**src/rtl/count_monitor_pkg.sv**
```systemverilog
// Shared types and constants for the count_monitor block.
// The wrap counter is enabled by the macro COUNT_MONITOR_WRAP_CNT_EN.
package count_monitor_pkg;

  typedef enum logic [1:0] {
    StIdle,
    StArmed,
    StDone
  } state_e;

  localparam logic [3:0]  CNT_MAX        = 4'hF;
  localparam int unsigned WRAP_W_DEFAULT = 8;

  // A wrap is only a rollover from the top count straight to zero.
  function automatic logic is_wrap(input logic       prev_vld,
                                   input logic [3:0] prev,
                                   input logic [3:0] cur);
    return prev_vld && (prev == CNT_MAX) && (cur == 4'h0);
  endfunction

endpackage

```
**src/rtl/count_edge_det.sv**
```systemverilog
// Tracks the previous upstream count and flags new values and 15->0 rollovers.
// Synchronous active-low reset.
module count_edge_det
  import count_monitor_pkg::*;
(
  input  logic       clk_i,
  input  logic       rst_ni,
  input  logic [3:0] q_i,
  output logic       new_val_o,
  output logic       wrap_det_o
);

  logic [3:0] q_q;
  logic       q_vld_q;

  always_ff @(posedge clk_i) begin
    if (!rst_ni) begin
      q_q     <= 4'h0;
      q_vld_q <= 1'b0;
    end else begin
      q_q     <= q_i;
      q_vld_q <= 1'b1;
    end
  end

  // Before the first sample every input counts as new, but never as a wrap.
  assign new_val_o  = !q_vld_q || (q_i != q_q);
  assign wrap_det_o = is_wrap(q_vld_q, q_q, q_i);

endmodule

```
**src/rtl/count_monitor.sv**
```systemverilog
// Compare/wrap monitor for an upstream 4-bit counter with an IDLE/ARMED/DONE FSM.
// Define COUNT_MONITOR_WRAP_CNT_EN to build the saturating wrap-event counter.
module count_monitor
  import count_monitor_pkg::*;
#(
  parameter int unsigned WRAP_W = WRAP_W_DEFAULT
) (
  input  logic              CLK,
  input  logic              RST,
  input  logic [3:0]        Q_IN,
  input  logic [3:0]        CMP_VAL,
  input  logic              CMP_LD,
  input  logic              ARM,
  input  logic              ONESHOT,
  input  logic              CLR,
  output logic              MATCH,
  output logic              IRQ,
  output logic              BUSY,
  output logic              WRAP,
  output logic [WRAP_W-1:0] WRAP_CNT
);

  state_e     state_q, state_d;
  logic [3:0] cmp_q, cmp_d;
  logic       match_q, match_d;
  logic       irq_q, irq_d;
  logic       busy_q, busy_d;
  logic       wrap_q, wrap_d;
  logic       new_val;
  logic       wrap_det;
  logic       match_hit;

  count_edge_det u_edge_det (
    .clk_i      (CLK),
    .rst_ni     (RST),
    .q_i        (Q_IN),
    .new_val_o  (new_val),
    .wrap_det_o (wrap_det)
  );

  // Uses the registered compare value, so a same-cycle load only affects later cycles.
  assign match_hit = (state_q == StArmed) && new_val && (Q_IN == cmp_q);

  always_ff @(posedge CLK) begin
    if (!RST) begin
      state_q <= StIdle;
    end else begin
      state_q <= state_d;
    end
  end

  always_comb begin
    state_d = state_q;
    if (CLR) begin
      state_d = StIdle;
    end else begin
      unique case (state_q)
        StIdle:  if (ARM) state_d = StArmed;
        StArmed: if (match_hit && ONESHOT) state_d = StDone;
        StDone:  state_d = StDone;
        default: state_d = StIdle;
      endcase
    end
  end

  always_comb begin
    cmp_d   = CMP_LD ? CMP_VAL : cmp_q;
    match_d = match_hit;
    // A match in the clearing cycle still leaves the flag set.
    irq_d   = match_hit | (irq_q & ~CLR);
    busy_d  = (state_d == StArmed);
    wrap_d  = wrap_det;
  end

  always_ff @(posedge CLK) begin
    if (!RST) begin
      cmp_q   <= 4'h0;
      match_q <= 1'b0;
      irq_q   <= 1'b0;
      busy_q  <= 1'b0;
      wrap_q  <= 1'b0;
    end else begin
      cmp_q   <= cmp_d;
      match_q <= match_d;
      irq_q   <= irq_d;
      busy_q  <= busy_d;
      wrap_q  <= wrap_d;
    end
  end

  assign MATCH = match_q;
  assign IRQ   = irq_q;
  assign BUSY  = busy_q;
  assign WRAP  = wrap_q;

`ifdef COUNT_MONITOR_WRAP_CNT_EN
  logic [WRAP_W-1:0] wrap_cnt_q, wrap_cnt_d;

  // Clear restarts the count, but a wrap in the same cycle is kept as the first event.
  always_comb begin
    wrap_cnt_d = wrap_cnt_q;
    if (CLR) begin
      wrap_cnt_d = wrap_det ? WRAP_W'(1) : '0;
    end else if (wrap_det && (wrap_cnt_q != '1)) begin
      wrap_cnt_d = wrap_cnt_q + WRAP_W'(1);
    end
  end

  always_ff @(posedge CLK) begin
    if (!RST) begin
      wrap_cnt_q <= '0;
    end else begin
      wrap_cnt_q <= wrap_cnt_d;
    end
  end

  assign WRAP_CNT = wrap_cnt_q;
`else
  assign WRAP_CNT = '0;
`endif

endmodule

```
**config.mk**
```make
export PLATFORM = sky130hd
export DESIGN_NAME = count_monitor
export DESIGN_NICKNAME = d
export VERILOG_FILES = /design/src/rtl/count_monitor_pkg.sv /design/src/rtl/count_edge_det.sv /design/src/rtl/count_monitor.sv
export SDC_FILE = /design/constraint.sdc
export NUM_CORES = 1
export LEC_CHECK = 0
export BUFFER_PORTS_ARGS = -buffer_cell sky130_fd_sc_hd__buf_2
export CAP_MARGIN = 10
export CELL_PAD_IN_SITES_DETAIL_PLACEMENT = 1
export CELL_PAD_IN_SITES_GLOBAL_PLACEMENT = 1
export CORE_MARGIN = 10
export CORE_UTILIZATION = 36
export DETAILED_ROUTE_END_ITERATION = 12
export PLACE_DENSITY_LB_ADDON = 0.1
export SLEW_MARGIN = 20
export SYNTH_ARGS = -nofsm -noshare
export SYNTH_HDL_FRONTEND = slang
export SYNTH_SLANG_ARGS = --single-unit
```
**constraint.sdc**
```tcl
create_clock -name CLK -period 2.1 [get_ports CLK]
set_input_delay 0.42 -clock CLK [delete_from_list [all_inputs] [get_ports CLK]]
set_output_delay 0.42 -clock CLK [all_outputs]
set_load 0.01 [all_outputs]
```
---- Word level (Yosys, flattened, before mapping) ----
Index checks and enable logic that the tools add are counted.
operators by class
  equal/unequal tests ..................... 6
  muxes and demuxes ....................... 5
  bitwise operators ....................... 3
  reduce and logical (&&, ||, !) cells .... 9
operators by type and width
  operator                                                          number
  2-bit 2-to-1 mux                                                  3
  2-bit one-hot mux with 3 select lines                             1
  1-bit logical AND                                                 5
  2-bit by 1-bit == test with 1-bit output (second input constant)  2
  4-bit == test                                                     1
  4-bit == test (second input constant)                             1
  4-bit zero test                                                   1
  4-bit inequality test                                             1
  2-bit == test (second input constant)                             1
  2-bit zero test                                                   1
  1-bit bitwise AND                                                 1
  1-bit zero test                                                   1
  1-bit logical OR                                                  1
  1-bit 2-to-1 mux                                                  1
  1-bit NOT                                                         1
  1-bit OR                                                          1
storage, ports and cells
  register bits after elaboration ......... 15
  input port bits ......................... 14
  output and inout port bits .............. 12
  word-level logic and storage cells ...... 31

---- Longest topological paths before layout ----
Gate-level depths: netlist of run 1.
  depth in word-level cells ............... 9
  depth in mapped cells ................... 4
  depth with buffers taken out ............ 4

---- By module ----
A second synthesis of run 1 with hierarchy kept.
unflattened totals
  cells, all modules ...................... 66
  area total of the unflattened synthesis .. 683.2 sq um
modules (own cells, without submodules)
  module          times used  cells each  area an instance (sq um)  seq. area each (sq um)
  count_monitor   1           48          479.2                     200.2
  count_edge_det  1           18          203.9                     100.1

---- Worst setup path after synthesis of run 1 ----
Ideal clock, no wire load.
  path kind ............................... input -> register
  start ................................... in Q_IN[2]
  end ..................................... reg state_q[1]
  setup time .............................. 0.116 ns
  arrival ................................. 1.169 ns
  required time ........................... 1.984 ns
  path slack .............................. 0.815 ns
  cell stages on the path ................. 4
  buffers on the path ..................... 0
  cell sequence ........................... xor2_1 -> nor3_1 -> a311oi_2 -> a31o_2
on the way
  longest elaborated chain between the ends .. 8
  elaborated cells between the ends (all ways) .. 9
  classes of those cells .................. eq/ne: 2; mux: 3; reduce/logical: 4
ends and longest elaborated chain
  item                                       RTL line              source
  from (decl)                                count_monitor.sv:10   input logic [3:0] Q_IN,
  4-bit inequality test                      count_edge_det.sv:27  assign new_val_o = !q_vld_q || (q_i != q_q);
  1-bit logical OR                           count_edge_det.sv:27
  1-bit logical AND                          count_monitor.sv:42   assign match_hit = (state_q == StArmed) && new_val && (Q_IN == cmp_q);
  1-bit logical AND (*)                      count_monitor.sv:42
  1-bit logical AND (*)                      count_monitor.sv:59   StArmed: if (match_hit && ONESHOT) state_d = StDone;
  2-bit 2-to-1 mux (*)                       count_monitor.sv:59
  2-bit one-hot mux with 3 select lines (*)  count_monitor.sv:57   unique case (state_q)
  2-bit 2-to-1 mux (*)                       count_monitor.sv:54   if (CLR) begin
  to (signal assigned)                       count_monitor.sv:46   state_q <= StIdle;
  to (signal assigned)                       count_monitor.sv:48   state_q <= state_d;
  to (decl)                                  count_monitor.sv:23   state_e state_q, state_d;
Every way passes the cells marked *; elsewhere a longest branch is shown, timed or not.
A chain may end at the register's enable or synchronous reset.

---- Worst setup path after layout of run 1 ----
  start ................................... reg cmp_q[2]
  end ..................................... reg state_q[1]
on the way
  longest elaborated chain between the ends .. 6
ends and longest elaborated chain
  item                                   RTL line             source
  from (decl)                            count_monitor.sv:24  logic [3:0] cmp_q, cmp_d;
  from (signal assigned)                 count_monitor.sv:83  cmp_q <= cmp_d;
  4-bit == test                          count_monitor.sv:42
  1-bit logical AND                      count_monitor.sv:42
  1-bit logical AND                      count_monitor.sv:59
  2-bit 2-to-1 mux                       count_monitor.sv:59
  2-bit one-hot mux with 3 select lines  count_monitor.sv:57
  2-bit 2-to-1 mux                       count_monitor.sv:54
No other way between the ends.

==> PnR_summary.wiki, run 1 <==
{| class="wikitable"
! Metric !! Value
|-
| Outcome || finished clean
|-
| Clk pin slew, worst setup/hold paths || 0.09 ns
|-
| Row count || 15
|-
| Detailed router's first-iteration violation count || 3
|-
| Startpoint of the lowest-slack register-to-register path || cmp_q[2]
|-
| Internal power summed over all cells || 397 µW
|-
| Net switching power figure || 123 µW
|-
| Top-level I/O count || 26
|-
| Core Box Area || 0.00173 mm²
|-
| Register area share after synthesis || 0.455
|-
| Worst slack on hold paths || 0.360 ns
|-
| Launching element type of the critical path || flop
|-
| Fmax || 0.776 GHz
|-
| Data required time at the worst endpoint || 2.32 ns
|-
| Fraction of layout cells with a size suffix above 1 || 0.342
|-
| Avg Inst Size Synth || 10.8 µm²
|-
| Length in cells of the worst reg-to-reg path || 4
|-
| Average via count per standard cell || 4.38
|-
| Detail-routed net length per standard cell || 12.3 µm
|-
| Number of DRC violations after detailed routing || 0
|-
| Synthesis warning total || 0
|-
| Maximum number of pins on one net before global-route repair || 14
|-
| Endpoint kind of the worst setup timing path || flop
|-
| Final hold vios || 0
|-
| Total power divided by cell area || 682 mW/mm²
|-
| Final Slew Violations || 0
|-
| Synthesis-to-finish area growth || 15.6%
|-
| Clock period minus final worst setup slack || 1.29 ns
|-
| Final standard cell count with taps included and fillers excluded || 104
|-
| Util after Layout || 0.441
|-
| Height of the die || 62.8 µm
|-
| CTS buffer count || 3
|-
| Antenna Violating Nets Remaining || 0
|-
| Final setup fails || 0
|-
| Die ar. || 0.00394 mm²
|-
| Fin Clk Skew || 0.00273 ns
|-
| Clock tree from TritonCTS || done
|-
| Root Buffer || sky130_fd_sc_hd__clkbuf_4
|-
| Horiz. Die Dim || 62.8 µm
|-
| Number of antenna violations at the first check in global routing || 0
|-
| Post-CTS Resized || 0
|-
| Buffer depth of the longest clock path || 2
|-
| Count of buffers added by post-CTS timing repair for setup || 0
|-
| Worst-path maximum fanout || 5
|-
| Cts hold-fix bufs || 0
|-
| Vias || 456
|-
| Synth Cell Area || 659 µm²
|-
| Detailed Route WL || 1280 µm
|-
| Switching Share || 0.237
|-
| Share of total power in the clock network || 0.297
|-
| Sequential share of power || 0.584
|-
| Post-route worst setup slack || 0.812 ns
|-
| Maximum resistive drop on vdd || 0.000358 V
|-
| Number of fill cells in the layout || 211
|-
| Netlist cell types || 21
|-
| Power, Total || 520 µW
|-
| Share of the cycle needed by the critical path after routing || 0.613
|-
| Worst Setup Path Type || reg -> reg
|-
| R2R setup slack || 0.81 ns
|-
| Placer Congestion || 0.717
|-
| Worst-skew pair later-pin latency || 0.27 ns
|-
| Reg2Reg Capture Point || state_q[1]
|-
| Startpoint of the tightest hold check path || ONESHOT
|-
| Wire length of the first global-routing pass || 2080 µm
|-
| Total number of H-tree levels || 1
|-
| Pre-CTS setup slack || 0.602 ns
|-
| Tightest Hold Check Type || in -> reg
|-
| Net count reported at finish || 94
|-
| Number of instances in the synthesized netlist || 61
|-
| Placed instance area || 734 µm²
|-
| Portion of total power attributed to combinational logic || 0.120
|-
| Placed cell count || 100
|-
| Number of global-route vias before repair || 482
|-
| Initial Util || 0.382
|-
| Antenna fix cells || 0
|-
| Worst path arrival time || 1.51 ns
|-
| Setup repair after global routing missed its margin || false
|-
| Hold EP || state_q[0]
|-
| Sink count of the clock tree || 15
|-
| Sum Neg Setup Slack || 0 ns
|-
| Max-cap violations || 0
|-
| Worst hold stages || 2
|-
| Buffers added on ports || 17
|-
| Overflow left after global routing || 0
|-
| TritonRoute pass-1 iters || 2
|-
| Global Route Usage Sum || 0.0646
|-
| Post-layout instance area || 762 µm²
|-
| Leakage Power || 0.343 nW
|-
| Yosys reg bits || 15
|}
==> layout by cell type, fill, tap and decap left out <==
cell type and n:
sky130_fd_sc_hd__and4_1 1, sky130_fd_sc_hd__xnor2_1 5, sky130_fd_sc_hd__and2_1 3, sky130_fd_sc_hd__mux2i_1 4, sky130_fd_sc_hd__a22o_1 1, sky130_fd_sc_hd__a211oi_1 2
sky130_fd_sc_hd__nor2b_1 5, sky130_fd_sc_hd__o21ai_0 1, sky130_fd_sc_hd__clkbuf_4 3, sky130_fd_sc_hd__and2_2 2, sky130_fd_sc_hd__xor2_1 3, sky130_fd_sc_hd__conb_1 8
sky130_fd_sc_hd__dfxtp_1 15, sky130_fd_sc_hd__buf_2 17, sky130_fd_sc_hd__clkinv_2 1, sky130_fd_sc_hd__and4bb_2 2, sky130_fd_sc_hd__and3b_1 1, sky130_fd_sc_hd__a31o_2 1
sky130_fd_sc_hd__nor3_1 1, sky130_fd_sc_hd__a311oi_2 1, sky130_fd_sc_hd__nand3b_1 1, sky130_fd_sc_hd__nand3_1 1
==> registers in the layout (all words and copies together), names as in the netlist <==
name and count:
cmp_q 4, MATCH 1, u_edge_det.q_q 4, IRQ 1, BUSY 1, WRAP 1
u_edge_det.q_vld_q 1, state_q 2
==> worst max path at each step <==
stage | from | endpoint | slack (ns) | cells after the start
after floorplan | Q_IN[2] | state_q[1] | 0.82 | 4
after global placement | Q_IN[2] | BUSY | 0.61 | 5
after detailed placement | Q_IN[2] | state_q[1] | 0.60 | 5
after CTS | cmp_q[2] | BUSY | 0.78 | 4
after global routing | cmp_q[2] | BUSY | 0.66 | 4
final | cmp_q[2] | state_q[1] | 0.81 | 4
==> area by class of cell <==
type	instances	area, µm²	area share
Multi-Input combinational cell	43	318	0.417
Timing Repair Buffer	17	85.1	0.112
Clock inverter	1	5.00	0.00657
Sequential cell	15	300	0.394
Tap cell	25	31.3	0.0411
Clock buffer	3	22.5	0.0296
==> per-layer routing <==
metal / vias up / track usage / routed length (µm)
met2: 15 / 0.0949 / 585
met3: 2 / 0.0358 / 112
met1: 206 / 0.0729 / 571
met4: 0 / 0.0335 / 10
li1: 233 / - / -
met5: - / 0 / 0
==> kinds of logic after synthesis <==
kind of cell           Yosys count  synth area share
flip-flops                      15             0.455
other                            1           0.00569
XOR/XNOR                         8             0.106
AO/OA/AOI/OAI                    6            0.0797
AND/OR/NAND/NOR                 17             0.190
multiplexers                     4            0.0607
buffers and inverters           10             0.102
==> power by group through the flow <==
stage / clock network (mW) / logic [mW] / registers (mW)
5_1_grt: 0.181 / 0.0702 / 0.305
3_5_place_dp: 0 / 0.0620 / 0.310
6_report: 0.154 / 0.0622 / 0.303
4_1_cts: 0.163 / 0.0626 / 0.304
2_1_floorplan: 0 / 0.0507 / 0.309
3_3_place_gp: 0 / 0.0614 / 0.310
==> worst max-delay path: stages (launching register included) <==
cell and delay [ns]:
sky130_fd_sc_hd__dfxtp_1 0.34, sky130_fd_sc_hd__xnor2_1 0.18, sky130_fd_sc_hd__nand3_1 0.12, sky130_fd_sc_hd__a311oi_2 0.40, sky130_fd_sc_hd__a31o_2 0.21
==> Yosys cell counts <==
master | number | area share
sky130_fd_sc_hd__and4_1 | 1 | 0.013
sky130_fd_sc_hd__a211oi_1 | 2 | 0.023
sky130_fd_sc_hd__dfxtp_1 | 15 | 0.46
sky130_fd_sc_hd__a31o_2 | 1 | 0.013
sky130_fd_sc_hd__clkbuf_1 | 2 | 0.011
sky130_fd_sc_hd__mux2i_1 | 4 | 0.061
sky130_fd_sc_hd__xor2_1 | 3 | 0.040
sky130_fd_sc_hd__nand3b_1 | 1 | 0.011
sky130_fd_sc_hd__xnor2_1 | 5 | 0.066
sky130_fd_sc_hd__nand3_1 | 1 | 0.0076
sky130_fd_sc_hd__and2_1 | 3 | 0.028
sky130_fd_sc_hd__a22o_1 | 1 | 0.013
sky130_fd_sc_hd__nor3_1 | 1 | 0.0076
sky130_fd_sc_hd__conb_1 | 1 | 0.0057
sky130_fd_sc_hd__buf_4 | 8 | 0.091
sky130_fd_sc_hd__and4bb_2 | 2 | 0.038
sky130_fd_sc_hd__a311oi_2 | 1 | 0.023
sky130_fd_sc_hd__and3b_1 | 1 | 0.013
sky130_fd_sc_hd__o21ai_0 | 1 | 0.0076
sky130_fd_sc_hd__and2_2 | 2 | 0.023
sky130_fd_sc_hd__nor2b_1 | 5 | 0.047
Note: power is estimated with default switching activity, not from simulation.
==> run 2, diff against run 1 <==
--- a/config.mk
+++ b/config.mk
@@ -5,12 +5,13 @@
 export SDC_FILE = /design/constraint.sdc
 export NUM_CORES = 1
 export LEC_CHECK = 0
+export ABC_AREA = 1
 export BUFFER_PORTS_ARGS = -buffer_cell sky130_fd_sc_hd__buf_2
 export CAP_MARGIN = 10
 export CELL_PAD_IN_SITES_DETAIL_PLACEMENT = 1
 export CELL_PAD_IN_SITES_GLOBAL_PLACEMENT = 1
 export CORE_MARGIN = 10
-export CORE_UTILIZATION = 36
+export CORE_UTILIZATION = 32
 export DETAILED_ROUTE_END_ITERATION = 12
 export PLACE_DENSITY_LB_ADDON = 0.1
 export SLEW_MARGIN = 20
==> constraint.sdc (replaced) <==
create_clock -name CLK -period 1.23 [get_ports CLK]
set_input_delay 0.246 -clock CLK [delete_from_list [all_inputs] [get_ports CLK]]
set_output_delay 0.246 -clock CLK [all_outputs]
set_load 0.01 [all_outputs]
==> run 2 against run 1 <==
Area after synthesis increased by 7.2%. Non-clock buffer count unchanged. Worst hold slack got worse by 0.19 ns. Total power increased by 78%. Via count increased by 28%. Sequential share of layout area decreased by 2.5 points. Critical endpoint is now BUSY. Clock skew decreased by 0.0020 ns. Final cell count increased by 38%. First-iteration DRC count increased to 3.7 times the previous value. Routed wire length increased by 19%. Largest cell class is now registers. Global-route usage increased by 1.0 points. Synthesized cell count increased by 59%.
==> PnR_summary.wiki, run 2 <==
{| class="wikitable"
! Metric !! Value
|-
| Outcome || finished clean
|-
| Number of antenna violations at the first check in global routing || 0
|-
| Final Slew Violations || 0
|-
| Bufs and invs on worst path || 1
|-
| Average via count per standard cell || 4.09
|-
| Antenna fix cells || 0
|-
| Antenna Violating Nets Remaining || 0
|-
| Top library cells by usage in the layout, fill and taps aside || sky130_fd_sc_hd__nand2_1 (20), sky130_fd_sc_hd__buf_2 (17), sky130_fd_sc_hd__dfxtp_1 (15), sky130_fd_sc_hd__inv_1 (15), sky130_fd_sc_hd__nor2_1 (10)
|-
| Max stage delay cell, worst path || sky130_fd_sc_hd__dfxtp_1
|-
| Max-cap violations || 0
|-
| Maximum number of pins on one net before global-route repair || 12
|-
| DR top layer || met4
|-
| Setup repair after global routing missed its margin || false
|-
| Family of cells with the greatest summed delay on the critical path || simple AND/OR/NAND/NOR gates
|-
| Net count reported at finish || 131
|-
| Maximum resistive drop on vdd || 0.000656 V
|-
| Clock period minus final worst setup slack || 1.08 ns
|-
| Buffer depth of the longest clock path || 2
|-
| Worst-skew pair later-pin latency || 0.28 ns
|-
| TritonRoute pass-1 iters || 4
|-
| Post-route worst setup slack || 0.151 ns
|-
| Horiz. Die Dim || 67 µm
|-
| Total number of H-tree levels || 1
|-
| Top_reg_cell synth || sky130_fd_sc_hd__dfxtp_1
|-
| Die ar. || 0.00449 mm²
|-
| Buffers added on ports || 17
|-
| Leading post-synthesis cells by instance count || sky130_fd_sc_hd__nand2_1 (20), sky130_fd_sc_hd__dfxtp_1 (15), sky130_fd_sc_hd__inv_1 (15)
|-
| Worst path arrival time || 1.27 ns
|-
| Fraction of layout cells with a size suffix above 1 || 0.293
|-
| Clk pin slew, worst setup/hold paths || 0.09 ns
|-
| Global Route Usage Sum || 0.0749
|-
| Cts hold-fix bufs || 0
|-
| Synth Cell Area || 707 µm²
|-
| Share of Yosys cell area claimed by the top area cell type || 0.425
|-
| Met3 routed WL || 152 µm
|-
| Post-synth EDFFs || 0
|-
| Register area share after synthesis || 0.425
|-
| Top-level I/O count || 26
|-
| Detailed Route WL || 1520 µm
|-
| Core Box Area || 0.00202 mm²
|-
| Fin Clk Skew || 0.000775 ns
|-
| Sum Neg Setup Slack || 0 ns
|-
| Worst Setup Path Type || reg -> reg
|-
| Final setup fails || 0
|-
| Synthesis-to-finish area growth || 15.0%
|-
| Height of the die || 67 µm
|-
| Detailed router's first-iteration violation count || 11
|-
| Overflow left after global routing || 0
|-
| Final hold vios || 0
|-
| CTS buffer count || 3
|-
| Fmax || 0.927 GHz
|-
| Initial Util || 0.350
|-
| Number of global-route vias before repair || 617
|-
| Share of the cycle needed by the critical path after routing || 0.877
|-
| Most common cell after layout, fill and taps aside || sky130_fd_sc_hd__nand2_1
|-
| Tightest Hold Check Type || in -> reg
|-
| Endpoint kind of the worst setup timing path || flop
|-
| Number of fill cells in the layout || 279
|-
| Vias || 585
|-
| Row count || 16
|-
| Detailed-routing wirelength on met1 || 658 µm
|-
| Library cell occupying the most area in the post-synthesis netlist || sky130_fd_sc_hd__dfxtp_1
|-
| Slowest stage delay, CP || 0.41 ns
|-
| Met2 wire length || 668 µm
|-
| Leakage Power || 0.441 nW
|-
| CP Cell Sequence || nor2_1 -> nor2_2 -> nand2_1 -> nor2_2 -> nand3_2 -> nand2_1 -> inv_1
|-
| Number of DRC violations after detailed routing || 0
|-
| Biggest regs || cmp_q x4, u_edge_det.q_q x4, state_q x2
|-
| Cell with the most instances after synthesis || sky130_fd_sc_hd__nand2_1
|-
| Netlist cell types || 21
|-
| Sink count of the clock tree || 15
|-
| Detail-routed net length per standard cell || 10.6 µm
|-
| Pre-CTS setup slack || 0.122 ns
|-
| Clock tree from TritonCTS || done
|-
| Placer Congestion || 0.719
|-
| Placed wire-length estimate after detailed placement || 1280 µm
|-
| Yosys reg bits || 15
|-
| FFs w/ async S/R, synth || 0
|-
| Total power divided by cell area || 1140 mW/mm²
|-
| Wire length of the first global-routing pass || 2570 µm
|-
| Synthesis warning total || 0
|-
| Data required time at the worst endpoint || 1.42 ns
|-
| Worst-path maximum fanout || 3
|-
| Root Buffer || sky130_fd_sc_hd__clkbuf_4
|-
| Synth area leaders || sky130_fd_sc_hd__dfxtp_1 (42%), sky130_fd_sc_hd__nand2_1 (11%), sky130_fd_sc_hd__buf_4 (9.6%)
|-
| Launching element type of the critical path || flop
|-
| Number of instances in the synthesized netlist || 97
|-
| Avg Inst Size Synth || 7.29 µm²
|}
==> run 2: cell types whose count changed after synthesis, sizes merged, moves of 3 or more <==
cell | before | now
o21ai | 1 | 5
mux2i | 4 | 0
nand2 | 0 | 23
xor2 | 3 | 0
inv | 0 | 19
xnor2 | 5 | 1
and2 | 5 | 0
nor2 | 0 | 13
a21oi | 0 | 3
nor2b | 5 | 0
==> run 2: final cells by class <==
cell class / instances / area (µm²) / area share
flip-flops and latches: 15 / 300 / 0.369
multi-input cells: 61 / 297 / 0.365
repair buffers: 17 / 85.1 / 0.105
inverters: 19 / 71.3 / 0.0877
well taps: 27 / 33.8 / 0.0415
clock buffers: 4 / 26.3 / 0.0323
==> run 2: repair_timing <==
action | in CTS | in global routing
setup buffers | 0 | 0
gates resized for setup | 0 | 1
endpoints found under the setup margin | 0 | 2
==> run 2: through the flow <==
stage / instance area [µm²] / utilization / hold slack, ns / std cells / power [mW]
2_1_floorplan: 733 / - / 0.274 / 104 / 0.631
3_3_place_gp: 785 / 0.388 / 0.452 / 139 / 0.652
3_5_place_dp: 785 / 0.388 / 0.465 / 139 / 0.654
4_1_cts: 811 / 0.401 / 0.165 / 143 / 0.937
5_1_grt: 813 / 0.402 / 0.179 / 143 / 0.988
6_report: 813 / 0.402 / 0.168 / 143 / 0.924
==> run 2: where the power goes <==
group	internal (mW)	leakage, nW	switching [mW]
Sequential	0.507	0.124	0.0127
Clock	0.126	0.0150	0.156
Combinational	0.0471	0.303	0.0750
Total	0.680	0.441	0.244
==> run 2: cells by family after synthesis <==
kind of cell           Yosys count  share of synthesized area
AND/OR/NAND/NOR                 43                      0.290
buffers and inverters           28                      0.196
flip-flops                      15                      0.425
AO/OA/AOI/OAI                    9                     0.0708
XOR/XNOR                         1                     0.0124
other                            1                    0.00530
==> run 2: worst reg2reg max path, cell delays in order (launching register included) <==
cell and delay (ns):
sky130_fd_sc_hd__dfxtp_1 0.41, sky130_fd_sc_hd__nor2_1 0.08, sky130_fd_sc_hd__nor2_2 0.10, sky130_fd_sc_hd__nand2_1 0.06, sky130_fd_sc_hd__nor2_2 0.13, sky130_fd_sc_hd__nand3_2 0.09, sky130_fd_sc_hd__nand2_1 0.08, sky130_fd_sc_hd__inv_1 0.04
==> run 2: worst paths after layout <==
path | endpoint | slack [ns] | cells after the start | from
worst max register to register | BUSY | 0.15 | 7 | cmp_q[0]
worst min-delay path | u_edge_det.q_q[0] | 0.17 | 3 | Q_IN[0]
worst min register to register | cmp_q[3] | 0.48 | 2 | cmp_q[3]
worst max-delay path | BUSY | 0.15 | 7 | cmp_q[0]
==> run 2: metal layers <==
layer  vias to the layer above  GRT usage
li1                        314          -
met1                       248     0.0787
met2                        19      0.116
met3                         4     0.0334
met4                         0     0.0538
met5                         -          0
